## config.mk

```make
export PLATFORM = sky130hd
export DESIGN_NAME = multdiv_check_sequencer
export DESIGN_NICKNAME = d
export VERILOG_FILES = /design/src/rtl/multdiv_check_sequencer.sv
export SDC_FILE = /design/constraint.sdc
export NUM_CORES = 1
export LEC_CHECK = 0
export BUFFER_PORTS_ARGS = -buffer_cell sky130_fd_sc_hd__buf_4
export CAP_MARGIN = 20
export CORE_AREA = 2 2 140 142
export DETAILED_ROUTE_END_ITERATION = 10
export DIE_AREA = 0 0 142 144
export GPL_TIMING_DRIVEN = 0
export PLACE_DENSITY = 0.72
export SETUP_SLACK_MARGIN = 0.05
export SYNTH_ARGS = -nofsm -noshare
export SYNTH_HDL_FRONTEND = slang
export SYNTH_SLANG_ARGS = --single-unit
```

## constraint.sdc

```tcl
create_clock -name clock -period 3.95 [get_ports clock]
set_clock_uncertainty 0.15 [all_clocks]
set_input_delay 0.395 -clock clock [delete_from_list [all_inputs] [get_ports clock]]
set_output_delay 0.395 -clock clock [all_outputs]
set_load 0.005 [all_outputs]
```

## src/rtl/multdiv_check_sequencer.sv

```systemverilog
// Sequences one multdiv operation at a time: start pulse, bounded wait for the
// result, a one-cycle residue-check pass, then a result strobe with fault tracking.
module multdiv_check_sequencer #(
    parameter int unsigned TIMEOUT_CYCLES = 64,
    parameter int unsigned ERR_CNT_W      = 8
) (
    input  logic                 clock,
    input  logic                 reset,
    input  logic                 ctrl_MULT,
    input  logic                 ctrl_DIV,
    input  logic [31:0]          data_operandA,
    input  logic [15:0]          data_operandB,
    output logic                 md_start,
    output logic                 md_MULT,
    output logic                 md_DIV,
    output logic [31:0]          md_operandA,
    output logic [15:0]          md_operandB,
    input  logic [31:0]          md_result,
    input  logic [31:0]          md_remainder,
    input  logic                 md_resultRDY,
    output logic [31:0]          chk_inA,
    output logic [15:0]          chk_inB,
    output logic [31:0]          chk_result,
    output logic [31:0]          chk_remainder,
    output logic                 chk_MULT,
    output logic                 chk_DIV,
    input  logic                 chk_outError,
    output logic                 busy,
    output logic [31:0]          data_result,
    output logic [31:0]          data_remainder,
    output logic                 data_resultRDY,
    output logic                 data_exception,
    output logic                 timeout,
    output logic                 fault_sticky,
    output logic [ERR_CNT_W-1:0] err_count,
    input  logic                 clear_fault
);

    localparam int unsigned CNT_W = $clog2(TIMEOUT_CYCLES) + 1;
    localparam logic [CNT_W-1:0] CNT_LAST = CNT_W'(TIMEOUT_CYCLES - 1);

    typedef enum logic [2:0] {
        IDLE,
        START,
        WAIT,
        CHECK,
        DONE
    } state_t;

    state_t           state;
    logic [CNT_W-1:0] wait_cnt;
    logic [31:0]      res_q;
    logic [31:0]      rem_q;

    assign busy           = (state != IDLE);
    assign chk_inA        = md_operandA;
    assign chk_inB        = md_operandB;
    assign chk_result     = res_q;
    assign chk_remainder  = rem_q;
    assign data_result    = res_q;
    assign data_remainder = rem_q;

    always_ff @(posedge clock or posedge reset) begin
        if (reset) begin
            state          <= IDLE;
            wait_cnt       <= '0;
            res_q          <= '0;
            rem_q          <= '0;
            md_start       <= 1'b0;
            md_MULT        <= 1'b0;
            md_DIV         <= 1'b0;
            md_operandA    <= '0;
            md_operandB    <= '0;
            chk_MULT       <= 1'b0;
            chk_DIV        <= 1'b0;
            data_resultRDY <= 1'b0;
            data_exception <= 1'b0;
            timeout        <= 1'b0;
            fault_sticky   <= 1'b0;
            err_count      <= '0;
        end else begin
            md_start       <= 1'b0;
            chk_MULT       <= 1'b0;
            chk_DIV        <= 1'b0;
            data_resultRDY <= 1'b0;

            case (state)
                IDLE: begin
                    if (ctrl_MULT ^ ctrl_DIV) begin
                        md_operandA    <= data_operandA;
                        md_operandB    <= data_operandB;
                        md_MULT        <= ctrl_MULT;
                        md_DIV         <= ctrl_DIV;
                        res_q          <= '0;
                        rem_q          <= '0;
                        timeout        <= 1'b0;
                        data_exception <= 1'b0;
                        md_start       <= 1'b1;
                        state          <= START;
                    end
                end
                START: begin
                    wait_cnt <= '0;
                    state    <= WAIT;
                end
                WAIT: begin
                    wait_cnt <= wait_cnt + CNT_W'(1);
                    // A result arriving on the last allowed cycle beats the timeout
                    if (md_resultRDY) begin
                        res_q    <= md_result;
                        rem_q    <= md_remainder;
                        chk_MULT <= md_MULT;
                        chk_DIV  <= md_DIV;
                        state    <= CHECK;
                    end else if (wait_cnt == CNT_LAST) begin
                        res_q          <= '0;
                        rem_q          <= '0;
                        timeout        <= 1'b1;
                        data_exception <= 1'b1;
                        data_resultRDY <= 1'b1;
                        state          <= DONE;
                    end
                end
                CHECK: begin
                    data_exception <= chk_outError;
                    data_resultRDY <= 1'b1;
                    state          <= DONE;
                end
                DONE: begin
                    state <= IDLE;
                end
                default: state <= IDLE;
            endcase

            // Fault bookkeeping at the end of DONE; a same-cycle clear restarts the count at one
            if (state == DONE && data_exception) begin
                fault_sticky <= 1'b1;
                if (clear_fault)
                    err_count <= ERR_CNT_W'(1);
                else if (err_count != '1)
                    err_count <= err_count + ERR_CNT_W'(1);
            end else if (clear_fault) begin
                fault_sticky <= 1'b0;
                err_count    <= '0;
            end
        end
    end

endmodule
```

==> impl_summary.txt <==
----------------------------------------------------
[Status]
  Result of the run ... completed

[Routing]
  Vias ... 5165
  Routed length per instance ... 16.9 um
  WL final ... 19200 um
  Vias per cell ... 4.54
  Remaining routing DRC violations ... 0
  Post-route ant nets ... 0
  Number of violations reported at the end of detailed-routing iteration 0 ... 235
  1st-pass router iterations ... 4

[Final layout]
  Area of combinational cells with multiple inputs ... 1790 um2
  Final core utilization ... 52.1%
  Filler Cells Inserted ... 1716
  Layout Area Growth over Synthesis ... 58.9%
  Share of layout cells above drive strength 1 ... 59.3%
  Layout net count ... 1008
  Register area ... 3480 um2
  N_diodes ... 0

[Setup path]
  Worst Path Required ... 4100 ps
  CP startpoint ... wait_cnt[0]
  Critical path startpoint category ... flip-flop
  CP max FO ... 10
  Setup slack, reg-to-reg ... 1840 ps
  Crit path arrival time ... 2260 ps
  Type of the worst setup path ... flip-flop to flip-flop
  Origin of the critical flop-to-flop path ... wait_cnt[0]
  Category of the worst setup path capture point ... flip-flop

[Global route]
  Met3 routing resource usage after global routing ... 3.68%
  Global-route usage over all layers ... 17.9%
  Wire length of the first global-routing pass ... 28000 um
  Vias in the first global route ... 4943
  Met2 Track Usage GR ... 29.9%
  Grt ovf ... 0
  Largest net degree at the start of global routing ... 42
  Met1 capacity usage during global routing ... 23.3%
  Most crowded layer after global routing ... met2
  Antenna violations before repair ... 0

[Synth]
  Unique cell type count in the Yosys netlist ... 44
  Number of enable-type register cells in the synthesized netlist ... 0
  Biggest area consumer among synthesized cells ... dfrtp_1
  FF+latch count, synth ... 139
  Post-Syn Nets ... 626
  Largest cells by area after synthesis ... dfrtp_1 (56%), buf_4 (13%), a22o_1 (9.0%), mux2_1 (8.6%), buf_2 (1.5%)
  Proportion of netlist area held by the largest area contributor ... 55.6%
  Most frequent cell after synthesis ... dfrtp_1
  Sequential area share after synthesis ... 55.6%
  YS warnings ... 0
  Most numerous cell types in the synthesized netlist ... dfrtp_1 (139), buf_4 (112), a22o_1 (64), mux2_1 (48), buf_2 (19)
  Share of flip-flops with an asynchronous set or reset after synthesis ... 100%
  Average instance area after synthesis ... 12.4 um2
  Commonest register cell after synthesis ... dfrtp_1
  Synthesized instance count ... 505
  Summed instance area of the synthesized netlist ... 6260 um2

[STA]
  Minimum clock period ... 2110 ps
  Number of failing hold endpoints at the final stage ... 0
  Number of slew-limit violations in the final report ... 0
  Period Utilization, post-route ... 53.5%
  Setup TNS after final layout ... 0 ps
  Achievable Freq ... 473 MHz
  Transition at the pin with the smallest max-transition slack ... 717 ps
  RSZ-0062 raised after global routing ... no
  Final setup fails ... 0
  Remaining max-slew budget at the tightest pin ... 52.1%

[CTS]
  Number of resized instances in the post-cts repair step ... 0
  Clock transition at path regs ... 70 ps
  Total number of clock tree sinks ... 139
  Later-pin clock latency in the skew report ... 410 ps
  Number of buffers inserted by hold repair at cts ... 1
  Clk buf depth ... 2
  Buffer type at the clock tree root ... clkbuf_16
  TritonCTS buffer count ... 17
  Count of buffers added by post-CTS timing repair for setup ... 0
  Depth of the CTS H-tree ... 4
  TritonCTS clock tree ... yes

[Placement]
  Global placement routability congestion ... 0.812
  Number of buffers added on ports ... 359
  Placed wire-length estimate ... 15000 um

[Flow run]
  Maximum capacitance violations ... 0

[Pwr]
  Final Total Pwr ... 8.24 mW
  Power density normalized to cell area ... 829 nW/um2
  Peak supply drop ... 0.000317 V
  Leakage power ... 5.27 nW

[Die]
  Area of the core region ... 19100 um2
  Area of the die ... 20400 um2
  Die extent in y ... 144 um
  Floorplan row count ... 51
  Initial Utilization ... 32.8%
  I/O pins ... 361
  Horizontal extent of the die ... 142 um

[Hold path]
  Source of the worst hold timing path ... data_operandA[13]
  Hold Crit Class ... input port to flip-flop

----------------------------------------------------
[final timing paths]
| check | cells past startpoint | endpoint |
|---|---|---|
| worst max-delay path | 6 | chk_remainder[7] |
| worst min-delay path | 2 | chk_inA[13] |
| worst max register to register | 6 | chk_remainder[7] |
| worst min register to register | 1 | timeout |
| max in group asynchronous | 5 | chk_result[31] |
| min in group asynchronous | 3 | chk_inA[13] |
[stage by stage]
stage | instance area, um2 | instances | worst slack, ps | hold WS (ps)
floorplan | 6260 | 505 | 1670 | 327
finish | 9940 | 1138 | 1840 | 39.5
global placement | 9250 | 1102 | 703 | 330
detailed placement | 9310 | 1105 | 1820 | 336
global route | 9940 | 1138 | 1630 | 22.0
CTS | 9940 | 1138 | 1790 | 21.3
[power breakdown]
part	total [mW]	internal (mW)	switching, mW
clock network	1.68	1.03	0.650
registers	2.64	2.03	0.608
logic	3.93	2.56	1.37
[cell usage in the layout (no fill, tap or decap), drive strengths merged, types with 2 or more instances in the layout]
cell type | netlist | final
nor3b | 2 | 2
mux2i | 2 | 2
nand2b | 2 | 2
nor2 | 13 | 13
and3 | 3 | 3
ha | 2 | 2
xor2 | 4 | 4
o21a | 7 | 7
clkinv | 0 | 3
mux2 | 48 | 48
o211ai | 3 | 3
nor4 | 2 | 2
a22oi | 2 | 2
clkbuf | 6 | 24
a22o | 64 | 64
inv | 6 | 12
nand2 | 15 | 15
nor3 | 6 | 6
nand3 | 4 | 4
clkinvlp | 0 | 2
a21oi | 8 | 8
dfrtp | 139 | 139
or2 | 2 | 2
bufinv | 0 | 3
and2 | 4 | 4
o311ai | 3 | 3
o21ai | 13 | 13
buf | 132 | 494
o41ai | 2 | 2
[cell type report]
cell class / instances / area share [%]
Sequential cell: 139 / 35.0
Buffer: 138 / 9.68
Inverter: 6 / 0.264
Timing Repair Buffer: 363 / 27.8
Multi-Input combinational cell: 222 / 18.0
Tap cell: 238 / 2.99
Clock buffer: 18 / 4.42
Clock inverter: 14 / 1.82
[worst max-delay path, stage by stage, from the launching register on]
cell and delay [ps]:
dfrtp_1 400, ha_1 220, nand3_2 140, nor3_1 280, o221ai_2 290, buf_2 300, a22o_1 210
[state kept, by name (all words and copies together), names as in the netlist]
register,count
chk_inA,32
chk_remainder,32
chk_result,32
chk_inB,16
err_count,8
wait_cnt,7
state,3
chk_DIV,1
chk_MULT,1
data_exception,1
data_resultRDY,1
fault_sticky,1
md_DIV,1
md_MULT,1
md_start,1
timeout,1
[kinds of logic after synthesis]
| kind of cell | share of synthesized area [%] |
|---|---|
| AO/OA/AOI/OAI | 14.0 |
| XOR/XNOR | 0.680 |
| adder cells (fa/ha/maj) | 0.400 |
| buffers and inverters | 15.7 |
| flip-flops | 55.6 |
| multiplexers | 8.96 |
| AND/OR/NAND/NOR | 4.66 |
[per-layer routing]
metal  wire length, um  share of wire [%]  vias to the layer above
li1                  -                  -                     2456
met1              8150                 42                     2527
met2              9900                 52                      163
met3               858                4.5                       19
met4               299                1.6                        0
met5                 0                  0                        -
Note: power is estimated with default switching activity, not from simulation.
